===== src/rtl/regdst_pkg.sv =====
// Shared RegDst select codes and default special-register indices.
// No logic; constants only.
// Imported by the tracker top and its pending-destination FIFO.
package regdst_pkg;

    localparam logic [2:0] RD_RT = 3'b000;
    localparam logic [2:0] RD_RD = 3'b001;
    localparam logic [2:0] RD_SP = 3'b010;
    localparam logic [2:0] RD_RA = 3'b011;
    localparam logic [2:0] RD_D4 = 3'b100;
    localparam logic [2:0] RD_D5 = 3'b101;

    localparam int SP_IDX_DEF = 29;
    localparam int RA_IDX_DEF = 31;

endpackage


===== src/rtl/regdst_fifo.sv =====
// Pending-destination queue: DEPTH x W synchronous FIFO exposing every slot and a valid mask.
// Latency: push/pop take effect at the next clock; head_dat is combinational from the read pointer.
// Backpressure: none internally; the caller must not push when full unless it pops in the same cycle.
// Ports: clk/reset (sync, active-high), push/push_dat, pop, head_dat, ent_dat/ent_vld (all slots), count.
module regdst_fifo
    import regdst_pkg::*;
#(
    parameter  int DEPTH = 4,
    parameter  int W     = 5,
    localparam int PTR_W = $clog2(DEPTH),
    localparam int CNT_W = PTR_W + 1
) (
    input  logic                    clk,
    input  logic                    reset,
    input  logic                    push,
    input  logic [W-1:0]            push_dat,
    input  logic                    pop,
    output logic [W-1:0]            head_dat,
    output logic [DEPTH-1:0][W-1:0] ent_dat,
    output logic [DEPTH-1:0]        ent_vld,
    output logic [CNT_W-1:0]        count
);

    logic [DEPTH-1:0][W-1:0] mem_q, mem_d;
    logic [PTR_W-1:0]        wr_ptr_q, wr_ptr_d;
    logic [PTR_W-1:0]        rd_ptr_q, rd_ptr_d;
    logic [CNT_W-1:0]        count_q, count_d;

    always_comb begin
        mem_d    = mem_q;
        wr_ptr_d = wr_ptr_q;
        rd_ptr_d = rd_ptr_q;
        count_d  = count_q;
        // Pointers wrap naturally because DEPTH is a power of two.
        if (push) begin
            mem_d[wr_ptr_q] = push_dat;
            wr_ptr_d        = wr_ptr_q + 1'b1;
        end
        if (pop) begin
            rd_ptr_d = rd_ptr_q + 1'b1;
        end
        case ({push, pop})
            2'b10:   count_d = count_q + 1'b1;
            2'b01:   count_d = count_q - 1'b1;
            default: count_d = count_q;
        endcase
    end

    // A slot is live when its distance from the read pointer is below count;
    // count alone tells full from empty since the pointers coincide in both.
    always_comb begin
        ent_vld = '0;
        for (int i = 0; i < DEPTH; i++) begin
            ent_vld[i] = (CNT_W'(PTR_W'(PTR_W'(i) - rd_ptr_q)) < count_q);
        end
    end

    assign head_dat = mem_q[rd_ptr_q];
    assign ent_dat  = mem_q;
    assign count    = count_q;

    always_ff @(posedge clk) begin
        if (reset) begin
            wr_ptr_q <= '0;
            rd_ptr_q <= '0;
            count_q  <= '0;
        end else begin
            wr_ptr_q <= wr_ptr_d;
            rd_ptr_q <= rd_ptr_d;
            count_q  <= count_d;
        end
    end

    // Payload storage needs no reset: slots are only read while marked valid.
    always_ff @(posedge clk) begin
        mem_q <= mem_d;
    end

endmodule


===== src/rtl/regdst_wb_tracker.sv =====
// Decodes RegDst at issue, queues destination indices, retires them in order to the RF write port.
// Latency: wr_en/wr_idx one cycle after commit; busy/count one cycle after push/pop.
// Backpressure: issue_ready low when the queue is full (REGDST_FULL_BYPASS_EN lets a same-cycle commit free a slot).
// Ports: clk, reset (sync, active-high), data0/1/4/5 + RegDst (decode), issue_valid/issue_ready,
//        commit_valid, wr_en/wr_idx (registered), busy (per register), count, sel_err/underflow (sticky).
// Optional macro: REGDST_FULL_BYPASS_EN.
module regdst_wb_tracker
    import regdst_pkg::*;
#(
    parameter  int DATA_W = 32,
    parameter  int IDX_W  = 5,
    parameter  int DEPTH  = 4,
    parameter  int SP_IDX = SP_IDX_DEF,
    parameter  int RA_IDX = RA_IDX_DEF,
    localparam int CNT_W  = $clog2(DEPTH) + 1
) (
    input  logic                  clk,
    input  logic                  reset,
    input  logic [DATA_W-1:0]     data0,
    input  logic [DATA_W-1:0]     data1,
    input  logic [DATA_W-1:0]     data4,
    input  logic [DATA_W-1:0]     data5,
    input  logic [2:0]            RegDst,
    input  logic                  issue_valid,
    output logic                  issue_ready,
    input  logic                  commit_valid,
    output logic                  wr_en,
    output logic [IDX_W-1:0]      wr_idx,
    output logic [2**IDX_W-1:0]   busy,
    output logic [CNT_W-1:0]      count,
    output logic                  sel_err,
    output logic                  underflow
);

    localparam logic [CNT_W-1:0] FULL_CNT = CNT_W'(DEPTH);

    logic [IDX_W-1:0]            dec_idx;
    logic                        dec_legal;
    logic                        issue_fire;
    logic                        push;
    logic                        pop;
    logic                        q_empty;
    logic [IDX_W-1:0]            head_dat;
    logic [DEPTH-1:0][IDX_W-1:0] ent_dat;
    logic [DEPTH-1:0]            ent_vld;

    logic                        wr_en_q, wr_en_d;
    logic [IDX_W-1:0]            wr_idx_q, wr_idx_d;
    logic                        sel_err_q, sel_err_d;
    logic                        underflow_q, underflow_d;

    // Only the low IDX_W bits of each candidate name a register.
    logic unused_data_hi;
    assign unused_data_hi = ^{data0[DATA_W-1:IDX_W], data1[DATA_W-1:IDX_W],
                              data4[DATA_W-1:IDX_W], data5[DATA_W-1:IDX_W]};

    always_comb begin
        dec_idx   = '0;
        dec_legal = 1'b1;
        case (RegDst)
            RD_RT:   dec_idx = data0[IDX_W-1:0];
            RD_RD:   dec_idx = data1[IDX_W-1:0];
            RD_SP:   dec_idx = IDX_W'(SP_IDX);
            RD_RA:   dec_idx = IDX_W'(RA_IDX);
            RD_D4:   dec_idx = data4[IDX_W-1:0];
            RD_D5:   dec_idx = data5[IDX_W-1:0];
            default: dec_legal = 1'b0;
        endcase
    end

    assign q_empty = (count == '0);

`ifdef REGDST_FULL_BYPASS_EN
    // The slot freed by a same-cycle commit is reused immediately.
    assign issue_ready = (count != FULL_CNT) | (commit_valid & ~q_empty);
`else
    assign issue_ready = (count != FULL_CNT);
`endif

    assign issue_fire = issue_valid & issue_ready;
    assign push       = issue_fire & dec_legal;
    // Commit only sees entries already queued, so an issue into an empty
    // queue never satisfies a same-cycle commit.
    assign pop        = commit_valid & ~q_empty;

    regdst_fifo #(
        .DEPTH (DEPTH),
        .W     (IDX_W)
    ) u_fifo (
        .clk      (clk),
        .reset    (reset),
        .push     (push),
        .push_dat (dec_idx),
        .pop      (pop),
        .head_dat (head_dat),
        .ent_dat  (ent_dat),
        .ent_vld  (ent_vld),
        .count    (count)
    );

    // r0 is hardwired, so a pending write to it never blocks anyone.
    always_comb begin
        busy = '0;
        for (int i = 0; i < DEPTH; i++) begin
            if (ent_vld[i] && (ent_dat[i] != '0)) begin
                busy[ent_dat[i]] = 1'b1;
            end
        end
    end

    always_comb begin
        wr_en_d     = pop & (head_dat != '0);
        wr_idx_d    = pop ? head_dat : wr_idx_q;
        sel_err_d   = sel_err_q | (issue_fire & ~dec_legal);
        underflow_d = underflow_q | (commit_valid & q_empty);
    end

    always_ff @(posedge clk) begin
        if (reset) begin
            wr_en_q     <= 1'b0;
            wr_idx_q    <= '0;
            sel_err_q   <= 1'b0;
            underflow_q <= 1'b0;
        end else begin
            wr_en_q     <= wr_en_d;
            wr_idx_q    <= wr_idx_d;
            sel_err_q   <= sel_err_d;
            underflow_q <= underflow_d;
        end
    end

    assign wr_en     = wr_en_q;
    assign wr_idx    = wr_idx_q;
    assign sel_err   = sel_err_q;
    assign underflow = underflow_q;

endmodule

===== config.mk =====
export PLATFORM = sky130hd
export DESIGN_NAME = regdst_wb_tracker
export DESIGN_NICKNAME = d
export VERILOG_FILES = /design/src/rtl/regdst_pkg.sv /design/src/rtl/regdst_fifo.sv /design/src/rtl/regdst_wb_tracker.sv
export SDC_FILE = /design/constraint.sdc
export NUM_CORES = 1
export LEC_CHECK = 0
export CORE_ASPECT_RATIO = 1.1
export CORE_MARGIN = 3
export CORE_UTILIZATION = 35
export DETAILED_ROUTE_END_ITERATION = 8
export PLACE_DENSITY_LB_ADDON = 0.3
export SYNTH_ARGS = -nofsm -noshare
export SYNTH_HDL_FRONTEND = slang
export SYNTH_SLANG_ARGS = --single-unit

===== constraint.sdc =====
create_clock -name clk -period 2.2 [get_ports clk]
set_clock_uncertainty 0.05 [all_clocks]
set_input_delay 0.22 -clock clk [delete_from_list [all_inputs] [get_ports clk]]
set_output_delay 0.22 -clock clk [all_outputs]
set_load 0.05 [all_outputs]

# After elaboration in Yosys (flattened, before gate mapping)
# Cells that the tools add are included.
[classes]
n_reduce_logical = 18
addsub = 8
magnitude_cmp = 15
eq_ne = 8
bitwise = 13
muxes = 20
[ops]
columns = ["op", "count"]
rows = [
  ["32-bit two-way mux", 4],
  ["32-bit bitwise OR", 3],
  ["5-bit one-hot mux with 6 select lines", 1],
  ["5-bit nonzero test", 5],
  ["5-bit by 6-bit < comparator with 1-bit output, second input constant", 4],
  ["20-bit bitwise mux", 1],
  ["1-bit demux with 5-bit select", 4],
  ["5-bit by 1-bit greater-or-equal comparator with 1-bit output, second input constant", 4],
  ["2-bit by 3-bit < comparator with 1-bit output", 4],
  ["5-bit binary-select mux with 2-bit select", 1],
  ["5-bit demux with 2-bit select", 1],
  ["5-bit two-way mux", 2],
  ["1-bit logical AND", 9],
  ["1-bit bitwise AND", 6],
  ["3-bit by 2-bit == test with 1-bit output, second input constant", 2],
  ["3-bit == test, second input constant", 2],
  ["3-bit zero test", 2],
  ["2-bit by 3-bit < comparator with 1-bit output, second input constant", 2],
  ["3-bit one-hot mux with 2 select lines", 1],
  ["6-bit OR reduction", 1],
  ["1-bit two-way mux", 5],
  ["2-bit by 1-bit adder with 2-bit output, second input constant", 2],
  ["1-bit by 2-bit subtractor with 2-bit output, first input constant", 2],
  ["2-bit subtractor, first input constant", 2],
  ["10 further kinds", 12],
]
[word_totals]
out_inout_bits = 44
reg_bits = 35

# Longest topological paths before layout
[depth]
ltp_word = 11
ltp_mapped = 11

# Cells and area by module
# Synthesis repeated with hierarchy kept, for this count alone.
[unflattened]
cells_unflattened = 280
area_unflattened_um2 = 2737.6
[by_module_without_submodules]
columns = ["mod", "area_each_um2", "seq_area_each_um2", "cells_per_inst", "instances"]
rows = [
  ["regdst_wb_tracker", 1507.7, 160.2, 195, 1],
  ["regdst_fifo", 1229.9, 740.7, 85, 1],
]

# Least setup slack after synthesis
# No wires, ideal clock.
[synth_timing]
path_kind = "register -> register"
from = "reg u_fifo.count_q[2] (netlist: u_fifo.count[2])"
to = "reg u_fifo.count_q[2] (netlist: u_fifo.count[2])"
t_arrival_ps = 3053
period_less_slack_ps = 3174
slack_ps = -974
stages_incl_launch_ff = 12
path_buffers = 2
path_cell_list = "dfxtp_1 -> buf_2 -> nand3_1 -> and3_1 -> buf_2 -> inv_1 -> ha_1 -> inv_1 -> fa_1 -> xor2_1 -> or3_1 -> a21oi_1"
[synth_between]
elab_chain_cells = 5
[synth_rtl]
columns = ["element", "line_no", "source"]
rows = [
  ["from (decl)", "regdst_fifo.sv:27", "logic [CNT_W-1:0] count_q, count_d;"],
  ["from (signal assigned)", "regdst_fifo.sv:70", "count_q <= count_d;"],
  ["3-bit != test (*)", "regdst_wb_tracker.sv:77", "assign issue_ready = (count != FULL_CNT);"],
  ["net issue_ready", "regdst_wb_tracker.sv:25", "output logic issue_ready,"],
  ["1-bit bitwise AND (*)", "regdst_wb_tracker.sv:80", "assign issue_fire = issue_valid & issue_ready;"],
  ["1-bit bitwise AND (*)", "regdst_wb_tracker.sv:81", "assign push = issue_fire & dec_legal;"],
  ["2-bit by 1-bit == test with 1-bit output or 2-bit == test (tied branches)", "regdst_fifo.sv:42", "case ({push, pop})"],
  ["3-bit one-hot mux with 2 select lines or 2-bit nonzero test (tied branches)", "n/a", ""],
]
# The timed path passes the listed nets; every way through them passes the cells marked *.
# A chain may end at the register's enable or synchronous reset.

# Worst setup path in the final report
[layout_timing]
from = "reg u_fifo.count_q[1] (netlist: u_fifo.count[1])"
to = "out busy[21]"
[layout_between]
elab_chain_cells = 9
[layout_rtl]
columns = ["element", "line_no", "source"]
rows = [
  ["2-bit by 3-bit < comparator with 1-bit output", "regdst_fifo.sv:54", "ent_vld[i] = (CNT_W'(PTR_W'(PTR_W'(i) - rd_ptr_q)) < count_q);"],
  ["1-bit logical AND", "regdst_wb_tracker.sv:105", "if (ent_vld[i] && (ent_dat[i] != '0)) begin"],
  ["32-bit two-way mux", "regdst_wb_tracker.sv:105", ""],
  ["32-bit bitwise OR (no line)", "n/a", ""],
  ["32-bit two-way mux", "regdst_wb_tracker.sv:105", ""],
  ["32-bit bitwise OR (no line)", "n/a", ""],
  ["32-bit two-way mux", "regdst_wb_tracker.sv:105", ""],
  ["32-bit bitwise OR (no line)", "n/a", ""],
  ["32-bit two-way mux (*)", "regdst_wb_tracker.sv:105", ""],
  ["to (decl)", "regdst_wb_tracker.sv:29", "output logic [2**IDX_W-1:0] busy,"],
]
# Mark *: on every way between the ends. The rest lies on a longest branch, timed or not.

==> reports/qor.csv <==
metric;value;unit
first_pass_iters;5;
postCtsHoldBufs;0;
gr-total-overflow;0;
areaGrowthSynthToFinish;70.5;%
endpoint_kind;output pin;
synth_fp_nets;505;
drcViolationCount;0;
pre_cts_ws;-201;ps
yosysSeqAreaShare;0.297;
clkTransAtPathRegs;70;ps
drtIter0Drc;327;
postRouteAntennaNets;0;
vdd_drop_max;657;uV
drt-total-wl;10.5;mm
synth_seq_cells;35;
r2r_slack;-170;ps
fin_total_pwr;5.60;mW
htreeDepth;2;
clk_latency;280;ps
syn_avg_cell_area;8.42;sq um
viasPerCell;5.89;
fin_crit_sh;1.15;
worst_hold_slack;404;ps
syn_inst;360;
core_area;8170;sq um
instances_no_fill;563;
crit_chain;clkinvlp_4 > ha_4 > a21boi_4 > o21ba_4 > nor3b_4 > buf_6 > a22oi_2 > o211ai_1 > clkbuf_16;
cts_tree;yes;
vias;3316;
hold_viol_final;0;
numCtsBuffers;5;
grt_pass1_vias;3338;
setup_ws;-335;ps
cts_sinks;35;
finalCriticalPeriod;2540;ps
path_max_fanout;4;
cts_buffer_depth;2;
setup_viol;32;
violations;setup timing;
async_flop_share;0;
critPathLaunchType;flop;
row_count;34;
antenna_found_initial;0;
die_w;94.7;microns
ys.flop_type;edfxtp_1;
critPathMaxStageDelay;360;ps
start_util;0.371;
ios;179;
syn_area;3030;sq um
finalMaxSlewViolations;0;
grt_use_total;0.214;
place_inst;543;
max_slew_margin;0.537;
gp_congestion;0.959;
root_buffer;clkbuf_8;
synth_cell_type_count;52;
fp.dieArea;9810;sq um
synth_edf_count;20;
critical_path.top_delay_family;compound AO/OA/AOI/OAI gates;
power.density;1080;nW/um^2
cp.required;1930;ps
status;finished, violations left;
grt_max_degree;17;
setup_tns;-8470;ps
layout-drive-gt1-share;0.422;
worstMarginPinSlew;693;ps
wl_per_cell;18.7;microns
hpwlAfterDp;7.56;mm
timing.fmax;394;MHz
drv_cap;0;
worst_ep_arrival_time;2270;ps
final_nets;599;
p_leak;1.95;nW
grt_pass1_wl;16.7;mm
diodes;0;
cp_slowest_cell;dfxtp_4;
critPathBufInv;3;
synth_warnings;0;
holdCritPathClass;reg2reg;
crit_type;reg2out;
rsz0062_at_grt;yes;
fp.dieH;104;microns
port_buffers;69;
-- synthesized netlist by cell type, types with 3 or more instances --
cell type  number  area (sq um)
xnor2_1         4          35.0
a21oi_1        15          75.1
o211ai_1       12          90.1
mux2i_1         9          90.1
or3_1           3          18.8
nand2b_1        3          18.8
ha_1            9           113
nand2_1        39           146
buf_2           8          40.0
nor3_1          6          30.0
and3_1          5          31.3
nor3b_4         3          56.3
edfxtp_1       20           601
a22oi_1        25           188
buf_6           3          33.8
nand3_1        49           245
and2_1          7          43.8
and3b_1         6          52.6
nor2_1         34           128
clkbuf_1       17          63.8
mux4_1          3          78.8
inv_1          11          41.3
a32oi_1         4          35.0
nor3b_1        11          82.6
dfxtp_1        15           300
-- layer usage --
layer  wire length [microns]  GRT usage  vias up
met5                       0          0        -
met4                     399     0.0825        0
met3                     819     0.0334       48
met2                    5230      0.366      211
met1                    4100      0.264     1547
li1                        -          -     1510
-- registers in the layout (all words and copies together) (netlist names) --
register,cells
underflow,1
u_fifo.rd_ptr_q,2
sel_err,1
wr_en,1
u_fifo.ent_dat,20
u_fifo.wr_ptr_q,2
u_fifo.count,3
wr_idx,5
-- layout make-up --
| type | count | area [sq um] |
|---|---|---|
| clock buffers | 6 | 72.6 |
| clock inverters | 2 | 7.51 |
| well taps | 108 | 135 |
| multi-input cells | 283 | 2510 |
| inverters | 12 | 51.3 |
| fillers | 660 | 3000 |
| repair buffers | 117 | 1480 |
| flip-flops and latches | 35 | 915 |
-- placed cells by master (no fill, tap or decap), drive strengths merged, types with 15 or more instances in the layout --
| master | netlist | final |
|---|---|---|
| buf | 13 | 71 |
| nand3 | 49 | 49 |
| nand2 | 39 | 39 |
| clkdlybuf4s50 | 0 | 37 |
| nor2 | 34 | 34 |
| a22oi | 27 | 27 |
| edfxtp | 20 | 20 |
| a21oi | 17 | 17 |
| nor3b | 15 | 15 |
| dfxtp | 15 | 15 |
-- report_power, final --
part	internal, mW	total, mW	leakage [nW]	switching, mW
Sequential	0.820	0.959	0.308	0.138
Combinational	1.94	4.22	1.60	2.28
Clock	0.215	0.422	0.0403	0.207
-- tightest hold or removal path, stage by stage (launching register included) --
cell and delay, ps:
dfxtp_1 310, nand2_1 50, a21oi_1 50
-- cell families (layout without fill, tap and decap cells) --
group,count (synthesis),in the layout,share of synthesized area
AO/OA/AOI/OAI,74,74,0.190
XOR/XNOR,6,6,0.0173
adder cells (fa/ha/maj),10,10,0.0438
buffers and inverters,42,137,0.0640
flip-flops,35,35,0.297
multiplexers,14,14,0.0706
other,1,1,0.00124
AND/OR/NAND/NOR,178,178,0.316
-- timing repair --
action | CTS | global route
resized for setup | 40 | 47
pin swaps | 33 | 36
gates cloned | 1 | 1
endpoints found under the setup margin | 33 | 33
setup buffers | 6 | 6
-- metrics by stage --
stage          utilization  instance area [sq um]
6_report             0.633                   5170
5_1_grt              0.633                   5170
4_1_cts              0.606                   4950
3_5_place_dp         0.568                   4640
3_3_place_gp         0.568                   4640
2_1_floorplan            -                   3370
-- worst paths after layout --
kind | cells after the start | end | from
setup / recovery | 9 | busy[21] | u_fifo.count[1]$_SDFFE_PP0P_
hold / removal | 2 | wr_idx[1]$_SDFFE_PP0P_ | wr_idx[1]$_SDFFE_PP0P_
setup reg to reg | 12 | u_fifo.count[2]$_SDFFE_PP0P_ | u_fifo.count[1]$_SDFFE_PP0P_
hold reg to reg | 2 | wr_idx[1]$_SDFFE_PP0P_ | wr_idx[1]$_SDFFE_PP0P_
Power figures use the tool's default switching activity.
